[src/rtl/mem_arbiter.sv]
// mem_arbiter: two-requester round-robin arbiter with burst limit for a shared synchronous-read memory port
// Ports:
//   clk, rstb                    clock, synchronous active-low reset
//   req/we/addr/wdata 0,1        requester access inputs
//   gnt0, gnt1                   combinational grants (transfer when reqN & gntN)
//   rvalid0, rvalid1, rdata      read return, rdata shared and qualified by rvalidN
//   mem_addr, mem_wr_data,
//   mem_wr_ena, mem_rd_data      memory port
//   gnt_cnt0, gnt_cnt1           per-requester grant counters, built only with MEM_ARB_PERF_EN
module mem_arbiter #(
    parameter int AW        = 32,
    parameter int DW        = 32,
    parameter int RD_LAT    = 1,
    parameter int MAX_BURST = 4
) (
    input  logic          clk,
    input  logic          rstb,
    input  logic          req0,
    input  logic          req1,
    input  logic          we0,
    input  logic          we1,
    input  logic [AW-1:0] addr0,
    input  logic [AW-1:0] addr1,
    input  logic [DW-1:0] wdata0,
    input  logic [DW-1:0] wdata1,
    output logic          gnt0,
    output logic          gnt1,
    output logic          rvalid0,
    output logic          rvalid1,
    output logic [DW-1:0] rdata,
    output logic [AW-1:0] mem_addr,
    output logic [DW-1:0] mem_wr_data,
    output logic          mem_wr_ena,
    input  logic [DW-1:0] mem_rd_data,
    output logic [15:0]   gnt_cnt0,
    output logic [15:0]   gnt_cnt1
);
    localparam int BW = $clog2(MAX_BURST) + 1;
    localparam logic [BW-1:0] MB = BW'(MAX_BURST);
    logic              owner, owner_nxt;
    logic [BW-1:0]     burst_cnt, burst_nxt;
    logic [RD_LAT-1:0] tag_vld, tag_id;
    logic              granted, winner, sel, win_we;
    always_ff @(posedge clk) begin
        if (!rstb) begin
            owner     <= 1'b0;
            burst_cnt <= '0;
            tag_vld   <= '0;
            tag_id    <= '0;
        end else begin
            owner      <= owner_nxt;
            burst_cnt  <= burst_nxt;
            tag_vld[0] <= granted & ~win_we;
            tag_id[0]  <= winner;
            for (int i = 1; i < RD_LAT; i++) begin
                tag_vld[i] <= tag_vld[i-1];
                tag_id[i]  <= tag_id[i-1];
            end
        end
    end
    // Under contention the owner keeps the port until it has used its burst allowance.
    always_comb begin
        granted   = rstb & (req0 | req1);
        winner    = (req0 & req1) ? ((burst_cnt < MB) ? owner : ~owner) : req1;
        win_we    = winner ? we1 : we0;
        owner_nxt = granted ? winner : owner;
        burst_nxt = !granted ? burst_cnt :
                    (winner != owner) ? BW'(1) :
                    (burst_cnt == MB) ? MB : burst_cnt + 1'b1;
    end
    // With no grant the memory port follows the owner; in reset it is parked on requester 0.
    always_comb begin
        sel         = rstb & (granted ? winner : owner);
        gnt0        = granted & ~winner;
        gnt1        = granted & winner;
        mem_addr    = sel ? addr1 : addr0;
        mem_wr_data = sel ? wdata1 : wdata0;
        mem_wr_ena  = granted & win_we;
        rvalid0     = rstb & tag_vld[RD_LAT-1] & ~tag_id[RD_LAT-1];
        rvalid1     = rstb & tag_vld[RD_LAT-1] & tag_id[RD_LAT-1];
        rdata       = mem_rd_data;
    end
`ifdef MEM_ARB_PERF_EN
    logic [15:0] cnt0, cnt1;
    always_ff @(posedge clk) begin
        if (!rstb) begin
            cnt0 <= '0;
            cnt1 <= '0;
        end else begin
            if (gnt0 && cnt0 != 16'hFFFF) cnt0 <= cnt0 + 1'b1;
            if (gnt1 && cnt1 != 16'hFFFF) cnt1 <= cnt1 + 1'b1;
        end
    end
    assign gnt_cnt0 = cnt0;
    assign gnt_cnt1 = cnt1;
`else
    assign gnt_cnt0 = 16'h0000;
    assign gnt_cnt1 = 16'h0000;
`endif
endmodule

[config.mk]
export PLATFORM = sky130hd
export DESIGN_NAME = mem_arbiter
export DESIGN_NICKNAME = d
export VERILOG_FILES = /design/src/rtl/mem_arbiter.sv
export SDC_FILE = /design/constraint.sdc
export NUM_CORES = 1
export LEC_CHECK = 0
export BUFFER_PORTS_ARGS = -buffer_cell sky130_fd_sc_hd__buf_2
export CAP_MARGIN = 30
export CELL_PAD_IN_SITES_DETAIL_PLACEMENT = 0
export CELL_PAD_IN_SITES_GLOBAL_PLACEMENT = 1
export CORE_AREA = 2 2 117 119
export DETAILED_ROUTE_END_ITERATION = 6
export DIE_AREA = 0 0 119 121
export PLACE_DENSITY = 0.73
export SLEW_MARGIN = 10
export SYNTH_ARGS = -nofsm -noshare
export SYNTH_HDL_FRONTEND = slang
export SYNTH_SLANG_ARGS = --single-unit
[constraint.sdc]
create_clock -name clk -period 3.7 [get_ports clk]
set_input_delay 0 -clock clk [delete_from_list [all_inputs] [get_ports clk]]
set_output_delay 0 -clock clk [all_outputs]
set_load 0.01 [all_outputs]
==> metrics.md, run 1 <==
| Metric | Value |
|---|---|
| Area growth from synthesis to final layout | `48.3%` |
| Final Hold Vio Count | `0` |
| Residual overflow from global routing | `0` |
| Die Outline Area | `0.0144 mm2` |
| Ordered cell list for the critical path | `xnor2_1, o22ai_1, nand2_4, buf_12, mux2_2, buf_2` |
| Placement-stage worst setup slack | `1650 ps` |
| Cell count after placement | `521` |
| Clock transition at the register clock pins on the worst setup and hold paths after CTS | `30 ps` |
| Max IR drop VDD | `0.203 mV` |
| Startpoint types | `register` |
| Nets@finish | `518` |
| Number of global-route vias before repair | `1719` |
| # Max-Cap Violations | `0` |
| WHS | `about 0.0045 ps` |
| Insertion delay of the later-clocked pin in the worst-skew pair | `230 ps` |
| Cts bufs inserted | `3` |
| Routed len/inst | `12.5 um` |
| Endpoint of the worst hold path | `rdata[26]` |
| Commonest non-fill, non-tap cell in the layout | `buf_2` |
| Share of final-layout standard cells stronger than drive strength 1 | `~80%` |
| Tightest Hold Check Type | `primary input to primary output` |
| Antenna diodes | `0` |
| Cell taking the most area after synthesis | `mux2_4` |
| Post-Synthesis Cells | `185` |
| Min Tclk post-route | `2280 ps` |
| Metal2 WL | `3390 um` |
| Result of the run | `finished clean` |
| Clock Tree Root | `clkbuf_16` |
| # hold bufs at CTS | `0` |
| Starting utilization of the core area | `between 10 and 15%` |
| Overall via count from detail_route | `1835` |
| HPWL reported at the end of detailed placement | `between 5000 and 6000 um` |
| CP peak stage delay | `a little over 400 ps` |
| Count of buffers added by post-CTS timing repair for setup | `0` |
| Global-route wire length before repair | `8950 um` |
| Static power due to leakage | `1.62 nW` |
| Count of input and output buffers | `202` |
| Hold Path Depth | `0` |
| Unique cell type count in the Yosys netlist | `27` |
| CTS HTree Levels | `1` |
| Number of antenna violations at the first check in global routing | `0` |
| Post-route setup TNS | `0 ps` |
| Post-route clock skew | `0.416 ps` |
| Mean cell area of the mapped netlist | `9.88 um2` |
| Biggest area contributors in the synthesized netlist | `mux2_4, buf_4, mux2_2, dfxtp_1, buf_6` |
| Total count of max-transition violations in the final report | `0` |
| Actual transition at the worst max-transition pin | `524 ps` |
| Flip-flop and latch count after synthesis | `6` |
| Pin count of the biggest net entering global routing | `36` |
| Total I/O pin count | `approximately 300` |
| Worst R2R End | `owner` |
| Die outline height | `121 um` |
| Worst-case register-to-register setup slack | `~2300 ps` |
| Total routing resource utilization after global routing | `8.14%` |
| Routed wire length | `6530 um` |
| Count of placed standard cells in the final layout, fillers left out | `524` |
| Post-detailed-route DRC marker count | `0` |
| DR top layer | `met4` |
| # resized after CTS | `0` |
| Highest net fanout along the worst path | `35` |
| Critical path start-end classification | `register to primary output` |
| Routed wl met3 | `725 um` |
| TritonCTS sink count | `6` |
| Antenna-violating nets left | `0` |
| Routed length on met1 | `2360 um` |
| Area of the core | `0.0131 mm2` |
| Library cell contributing the largest single delay on the critical path | `nand2_4` |
| Fraction of synthesized cell area taken by the top area cell type | `40.2%` |
| Slack of the critical path | `1420 ps` |
| Setup repair after global routing missed its margin | `false` |
| Site Rows | `42` |
| 1st-pass router iterations | `3` |
| Remaining max-slew budget at the tightest pin | `65.0%` |
| Die Width | `119 um` |
| Number of vias per cell | `3.50` |
| Launch instance of the worst min-delay path | `mem_rd_data[26]` |
| Cell area after synthesis | `0.00183 mm2` |
| Final-report setup violation count | `0` |
| F_max | `roughly 440 MHz` |
| Pwr dens | `about 220 mW/mm2` |
| Logic depth of the worst register-to-register path | `4` |
| Top library cells by usage in the layout, fill and taps aside | `buf_2, mux2_4, conb_1, mux2_2` |
| Maximum buffer depth of the clock tree | `2` |
| Ys Warns | `0` |
| Crit path DAT | `2280 ps` |
| Worst R2R Start | `burst_cnt[2]` |
| TritonCTS clock tree | `built` |
| RePlAce Congestion | `approximately 0.7` |
| Fraction of the yosys area taken by sequential cells | `under 10%` |
| Final cycle utilization of the critical path | `around 62%` |
| Required time of the worst setup path | `3700 ps` |
| CP endpoint kind | `primary output` |
| Number of DRC violations after detailed-routing iteration 0 | `24` |
[logic make-up (layout without fill, tap and decap cells)]
group | Yosys count | in the layout | share of synthesized area [%]
xor+xnor | 1 | 1 | 0.479
fa+ha+maj | 2 | 2 | 1.37
flops | 6 | 6 | 6.57
buf+inv | 78 | 210 | 31.8
compound gates | 12 | 12 | 4.31
other cells | 1 | 32 | 0.205
simple gates | 20 | 20 | 5.20
mux | 65 | 65 | 50.0
[cell type report]
| cell class | count | area [um2] |
|---|---|---|
| timing repair buffer | 203 | 1030 |
| clock buffer | 3 | 75.1 |
| multi-input combinational | 132 | 1250 |
| inverter | 4 | 15.0 |
| fill | 1459 | 10400 |
| tap | 176 | 220 |
| sequential | 6 | 120 |
[worst max-delay path: cells and delay by family, from the launching register on]
family,cells,cell delay [ps]
AO/OA/AOI/OAI,1,160
XOR/XNOR,1,280
buffers and inverters,2,450
flip-flops,1,350
multiplexers,1,360
AND/OR/NAND/NOR,1,410
[sequential cells by signal (all words and copies together) (netlist names)]
| name | count |
|---|---|
| tag_vld | 1 |
| owner | 1 |
| burst_cnt | 3 |
| tag_id | 1 |
[where the power goes]
group          internal [W]  switching [W]   total, W
registers         0.0000695     0.00000346  0.0000729
logic              0.000187       0.000151   0.000338
clock network      0.000139      0.0000412   0.000180
[synthesized netlist by cell type (all sizes together)]
cell,number
o22ai,1
nand3,2
a32oi,1
nor2b,4
and2,2
mux2i,1
o31ai,1
ha,2
nor2,6
nand2,5
and3,1
inv,4
o211a,1
conb,1
o21ai,3
a31oi,1
a21oi,2
o211ai,1
a211oi,1
clkbuf,1
xnor2,1
mux2,64
buf,73
dfxtp,6
[worst max path at each step]
stage | start | end | slack [ps] | cells past startpoint
after floorplan | burst_cnt[2] | mem_addr[10] | 2320 | 6
after global placement | burst_cnt[2] | mem_wr_data[23] | 1600 | 5
after detailed placement | burst_cnt[2] | mem_wr_data[24] | 1650 | 6
after CTS | burst_cnt[2] | mem_wr_data[23] | 1390 | 6
after global routing | burst_cnt[2] | mem_wr_data[23] | 1250 | 6
final | burst_cnt[2] | mem_wr_data[27] | 1420 | 6
[through the flow]
step                total power [W]  area [um2]  utilization, %
floorplan                  0.000332        1940               -
global placement           0.000413        2620            20.0
detailed placement         0.000417        2640            20.1
CTS                        0.000601        2710            20.7
global route               0.000626        2710            20.7
finish                     0.000592        2710            20.7
[per-layer routing]
metal  GRT usage [%]  up-vias
li1                -      863
met5               0        -
met1            8.51      811
met3            2.16        5
met2            15.9      156
met4            2.08        0
No activity file was read; power rests on OpenSTA's default activity.
==> run 2: changes to the inputs <==
- clock period: 3.7 -> 2.1 ns (I/O delays scaled with it)
==> run 2 against run 1 <==
Final cell count up 0.19%; critical path depth did not move; worst hold slack hardly changed; first-iteration DRC count fell by 38%; die area unchanged; count of clock-buffer cells in the layout unchanged; critical endpoint is now mem_wr_data[31]; largest cell class unchanged; highest routed layer unchanged.
==> metrics.md, run 2 (synthesis gave the netlist of run 1 again) <==
| Metric | Value |
|---|---|
| CP peak stage delay | `370 ps` |
| Count of buffers added by post-CTS timing repair for setup | `0` |
| Highest net fanout along the worst path | `35` |
| Total count of max-transition violations in the final report | `0` |
| Pwr dens | `381 mW/mm2` |
| RePlAce Congestion | `0.683` |
| Min Tclk post-route | `1880 ps` |
| Startpoint types | `register` |
| Final Hold Vio Count | `0` |
| Setup repair after global routing missed its margin | `false` |
| Max IR drop VDD | `0.291 mV` |
| Die outline height | `121 um` |
| Count of input and output buffers | `between 200 and 250` |
| Residual overflow from global routing | `0` |
| Area of placed instances | `0.00266 mm2` |
| Routed wire length | `approximately 6700 um` |
| Critical path start-end classification | `register to primary output` |
| Final cycle utilization of the critical path | `just under 90%` |
| Static power due to leakage | `1.63 nW` |
| CP endpoint kind | `primary output` |
| Slack of the critical path | `222 ps` |
| Library cell contributing the largest single delay on the critical path | `mux2_2` |
| Global-route wire length before repair | `8910 um` |
| Post-layout utilization of the core | `20.9%` |
| Overall via count from detail_route | `1843` |
| # resized after CTS | `0` |
| FF/Latch Area | `approximately 120 um2` |
| Placement-stage worst setup slack | `roughly 450 ps` |
| Die Outline Area | `0.0144 mm2` |
| Antenna-violating nets left | `0` |
| Ordered cell list for the critical path | `xnor2_1, o22ai_1, nand2_4, buf_12, mux2_2, buf_2` |
| TritonCTS sink count | `6` |
| Tightest Hold Check Type | `primary input to primary output` |
| Site Rows | `42` |
| # hold bufs at CTS | `0` |
| Share of final-layout standard cells stronger than drive strength 1 | `77.9%` |
| Clock Tree Root | `clkbuf_16` |
| Antenna diodes | `0` |
| Routed len/inst | `12.7 um` |
| Result of the run | `finished clean` |
| Number of vias per cell | `3.51` |
| HPWL reported at the end of detailed placement | `6110 um` |
| Fill cell instance count of the final layout | `1434` |
| Post-route setup TNS | `0 ps` |
| Nets@finish | `a little over 500` |
| Flip-flop count of the largest register, all copies and words added | `3` |
| TritonCTS clock tree | `built` |
| F_max | `532 MHz` |
| Final Cell Area | `0.00273 mm2` |
| Area growth from synthesis to final layout | `49.4%` |
| Post-detailed-route DRC marker count | `0` |
| Die Width | `119 um` |
| Cell count after placement | `522` |
| Post-route clock skew | `0.163 ps` |
| Area of the core | `approximately 0.013 mm2` |
| Largest register by flop count | `burst_cnt` |
| Maximum buffer depth of the clock tree | `2` |
| Number of global-route vias before repair | `~1.7k` |
| Starting utilization of the core area | `14.0%` |
| Number of DRC violations after detailed-routing iteration 0 | `15` |
| Clock transition at the register clock pins on the worst setup and hold paths after CTS | `30 ps` |
| Required time of the worst setup path | `2100 ps` |
| Count of placed standard cells in the final layout, fillers left out | `525` |
| Number of antenna violations at the first check in global routing | `0` |
| Total I/O pin count | `299` |
| # Max-Cap Violations | `0` |
| Crit path DAT | `1880 ps` |
| Area of the multi-input gates | `0.00125 mm2` |
| Insertion delay of the later-clocked pin in the worst-skew pair | `230 ps` |
| Top library cells by usage in the layout, fill and taps aside | `buf_2, mux2_4, conb_1, mux2_2` |
| Commonest non-fill, non-tap cell in the layout | `buf_2` |
| Final-report setup violation count | `0` |
| 1st-pass router iterations | `6` |
| Pin count of the biggest net entering global routing | `36` |
| Cts bufs inserted | `3` |
| CTS HTree Levels | `1` |
| Total routing resource utilization after global routing | `8.02%` |
run 2: power breakdown:
| group | switching (W) | internal, W | total [W] |
|---|---|---|---|
| combinational | 0.000272 | 0.000334 | 0.000606 |
| clock | 0.0000632 | 0.000244 | 0.000308 |
| sequential | 0.00000600 | 0.000122 | 0.000128 |
run 2: routing by layer:
layer / routed length, um / GRT usage, % / part of all wire [%] / up-vias
li1: - / - / - / 863
met1: 2390 / 8.31 / 36 / 815
met2: 3450 / 16.0 / 52 / 163
met3: 807 / 2.87 / 12 / 2
met4: 6 / 0.521 / 0.090 / 0
met5: 0 / 0 / 0 / -
run 2: area by class of cell:
type / count / area share, %
flip-flops and latches: 6 / 4.40
multi-input cells: 132 / 45.8
clock buffers: 3 / 2.75
repair buffers: 204 / 38.5
well taps: 176 / 8.06
inverters: 4 / 0.550
run 2: per-stage QoR:
step / hold WS (ps) / total power, W
3_3_place_gp: 0.0686 / 0.000735
4_1_cts: 0.0686 / 0.00106
3_5_place_dp: 0.0686 / 0.000744
2_1_floorplan: 91.8 / 0.000584
5_1_grt: 0.0164 / 0.00111
6_report: 0.00282 / 0.00104
run 2: path summary, 6_finish.rpt:
check | cells after the start | slack (ps) | from | endpoint
min reg2reg | 2 | 540 | burst_cnt[1] | burst_cnt[1]
max reg2reg | 4 | 740 | burst_cnt[2] | tag_vld
max | 6 | 220 | burst_cnt[2] | mem_wr_data[31]
min | 0 | 0.003 | mem_rd_data[30] | rdata[30]
run 2: worst max-delay path, delay by kind of cell (launching register included):
kind	cells	cell delay (ps)
AOI/OAI and AO/OA	1	150
xor gates and xnor gates	1	260
muxes	1	370
DFF	1	350
and+or+nand+nor	1	110
buffers and inverters	2	380
==> run 3: changes to the inputs <==
- HOLD_SLACK_MARGIN: default -> 0.12
==> run 3 against run 2 <==
Total power is 7.5% higher; largest cell class is now buffers; critical path type is now primary input to register; routed wire length is 11% higher; die area stayed put; first-iteration DRC count is 40% higher; final cell count is 6.9% higher; utilization is 2.8 points higher.
==> metrics.md, run 3 (synthesis gave the netlist of run 1 again) <==
| Metric | Value |
|---|---|
| Result of the run | `finished clean` |
| 1st-pass router iterations | `6` |
| Area of the core | `0.0131 mm2` |
| Worst R2R Start | `burst_cnt[2]` |
| Residual overflow from global routing | `0` |
| Post-route clock skew | `0.163 ps` |
| Commonest non-fill, non-tap cell in the layout | `buf_2` |
| RePlAce Congestion | `0.683` |
| Min Tclk post-route | `1920 ps` |
| Nets@finish | `555` |
| # Max-Cap Violations | `0` |
| Cell type group with the largest total delay on the critical path | `buffers and inverters` |
| Die Outline Area | `0.0144 mm2` |
| Setup repair after global routing missed its margin | `false` |
| Cts bufs inserted | `3` |
| Area growth from synthesis to final layout | `69.1%` |
| Pwr dens | `roughly 360 mW/mm2` |
| TritonCTS sink count | `6` |
| Routed len/inst | `13.1 um` |
| Number of global-route vias before repair | `roughly 1.9k` |
| CTS HTree Levels | `1` |
| Total I/O pin count | `299` |
| Highest net fanout along the worst path | `9` |
| Launch instance of the worst min-delay path | `req0` |
| Top library cells by usage in the layout, fill and taps aside | `buf_2, mux2_4, dlygate4sd3_1, conb_1, mux2_2` |
| Maximum buffer depth of the clock tree | `2` |
| Tightest Hold Check Type | `primary input to register` |
| CP most frequent cell | `dlygate4sd3_1` |
| Number of antenna violations at the first check in global routing | `0` |
| FF/Latch Area | `120 um2` |
| Final Cell Area | `0.00309 mm2` |
| Site Rows | `42` |
| Area of placed instances | `0.00266 mm2` |
| Final cycle utilization of the critical path | `91.2%` |
| Crit path DAT | `2080 ps` |
| Insertion delay of the later-clocked pin in the worst-skew pair | `230 ps` |
| Largest register by flop count | `burst_cnt` |
| Hold Path Depth | `3` |
| Overall via count from detail_route | `1989` |
| Ordered cell list for the critical path | `dlygate4sd3_1, buf_2, inv_1, a21oi_1, mux2i_1, dlygate4sd3_1, nor2b_1` |
| Required time of the worst setup path | `between 2000 and 2500 ps` |
| Static power due to leakage | `1.78 nW` |
| Number of DRC violations after detailed-routing iteration 0 | `21` |
| Die outline height | `roughly 120 um` |
| Count of input and output buffers | `roughly 200` |
| Clock transition at the register clock pins on the worst setup and hold paths after CTS | `30 ps` |
| Critical path start-end classification | `primary input to register` |
| Worst R2R End | `tag_vld` |
| Global-route wire length before repair | `about 10000 um` |
| Routed wire length | `7380 um` |
| Max IR drop VDD | `0.307 mV` |
| Total routing resource utilization after global routing | `8.68%` |
| F_max | `522 MHz` |
| Die Width | `119 um` |
| Antenna-violating nets left | `0` |
| Endpoint of the worst hold path | `burst_cnt[0]` |
| Fill cell instance count of the final layout | `1416` |
| Logic depth of the worst register-to-register path | `5` |
| Post-detailed-route DRC marker count | `0` |
| Final-report setup violation count | `0` |
| Number of vias per cell | `3.55` |
| Total count of max-transition violations in the final report | `0` |
| CP peak stage delay | `570 ps` |
| Worst-case register-to-register setup slack | `200 ps` |
| Startpoint types | `primary input` |
| Area of the multi-input gates | `about 0.0012 mm2` |
| TritonCTS clock tree | `built` |
| Crit path buf inv count | `4` |
| Number of gates on the worst path with buffers counted | `7` |
| Pin count of the biggest net entering global routing | `36` |
| Flip-flop count of the largest register, all copies and words added | `3` |
| Final Hold Vio Count | `0` |
| Post-route setup TNS | `0 ps` |
| Starting utilization of the core area | `between 10% and 20%` |
| HPWL reported at the end of detailed placement | `6110 um` |
| Antenna diodes | `0` |
| Clock Tree Root | `clkbuf_16` |
| Share of final-layout standard cells stronger than drive strength 1 | `between 70% and 80%` |
| CP endpoint kind | `register` |
| Library cell contributing the largest single delay on the critical path | `dlygate4sd3_1` |
run 3: cell types whose count changed in the layout (fill, tap and decap cells not counted), sizes merged:
| cell | before | now |
|---|---|---|
| dlygate4sd3 | 0 | 36 |
run 3: metal layers:
metal,GRT usage [%],share of wire (%)
met1,8.94,34
met2,18.0,55
met3,2.26,10
met4,0.595,0.28
met5,0,0
run 3: repair_timing:
item                      CTS  global route
hold endpoints to repair   35             0
resized for setup           0             0
setup buffers               0             0
hold buffers               36             0
run 3: layout make-up:
type	count	area share (%)
timing repair buffer	240	45.6
multi-input combinational	132	40.4
tap	176	7.12
sequential	6	3.89
clock buffer	3	2.43
inverter	4	0.486
run 3: tightest hold or removal path, stage by stage:
cell	delay, ps
buf_2	170
nand3_1	130
a31oi_1	80
run 3: worst max-delay path by stage:
| stage | startpoint | slack [ps] | end |
|---|---|---|---|
| 6_report | req1 | 180 | tag_vld |
| 5_1_grt | req1 | 70 | tag_vld |
| 4_1_cts | burst_cnt[2] | 210 | mem_wr_data[27] |
| 3_5_place_dp | burst_cnt[2] | 450 | mem_wr_data[24] |
| 3_3_place_gp | burst_cnt[2] | 500 | mem_wr_data[23] |
| 2_1_floorplan | burst_cnt[2] | 720 | mem_addr[10] |
run 3: through the flow:
stage / util, % / total power [W] / setup WS, ps / std cells / hold slack [ps]
2_1_floorplan: - / 0.000584 / 722 / 216 / 91.8
3_3_place_gp: 20.3 / 0.000735 / 503 / 522 / 0.0686
3_5_place_dp: 20.3 / 0.000744 / 454 / 522 / 0.0686
4_1_cts: 23.6 / 0.00113 / 208 / 561 / 198
5_1_grt: 23.6 / 0.00119 / 65.8 / 561 / 226
6_report: 23.6 / 0.00112 / 184 / 561 / 201
run 3: power breakdown:
part	switching, W	internal [W]	total, W
sequential	0.00000600	0.000122	0.000128
combinational	0.000304	0.000380	0.000684
clock	0.0000632	0.000244	0.000308
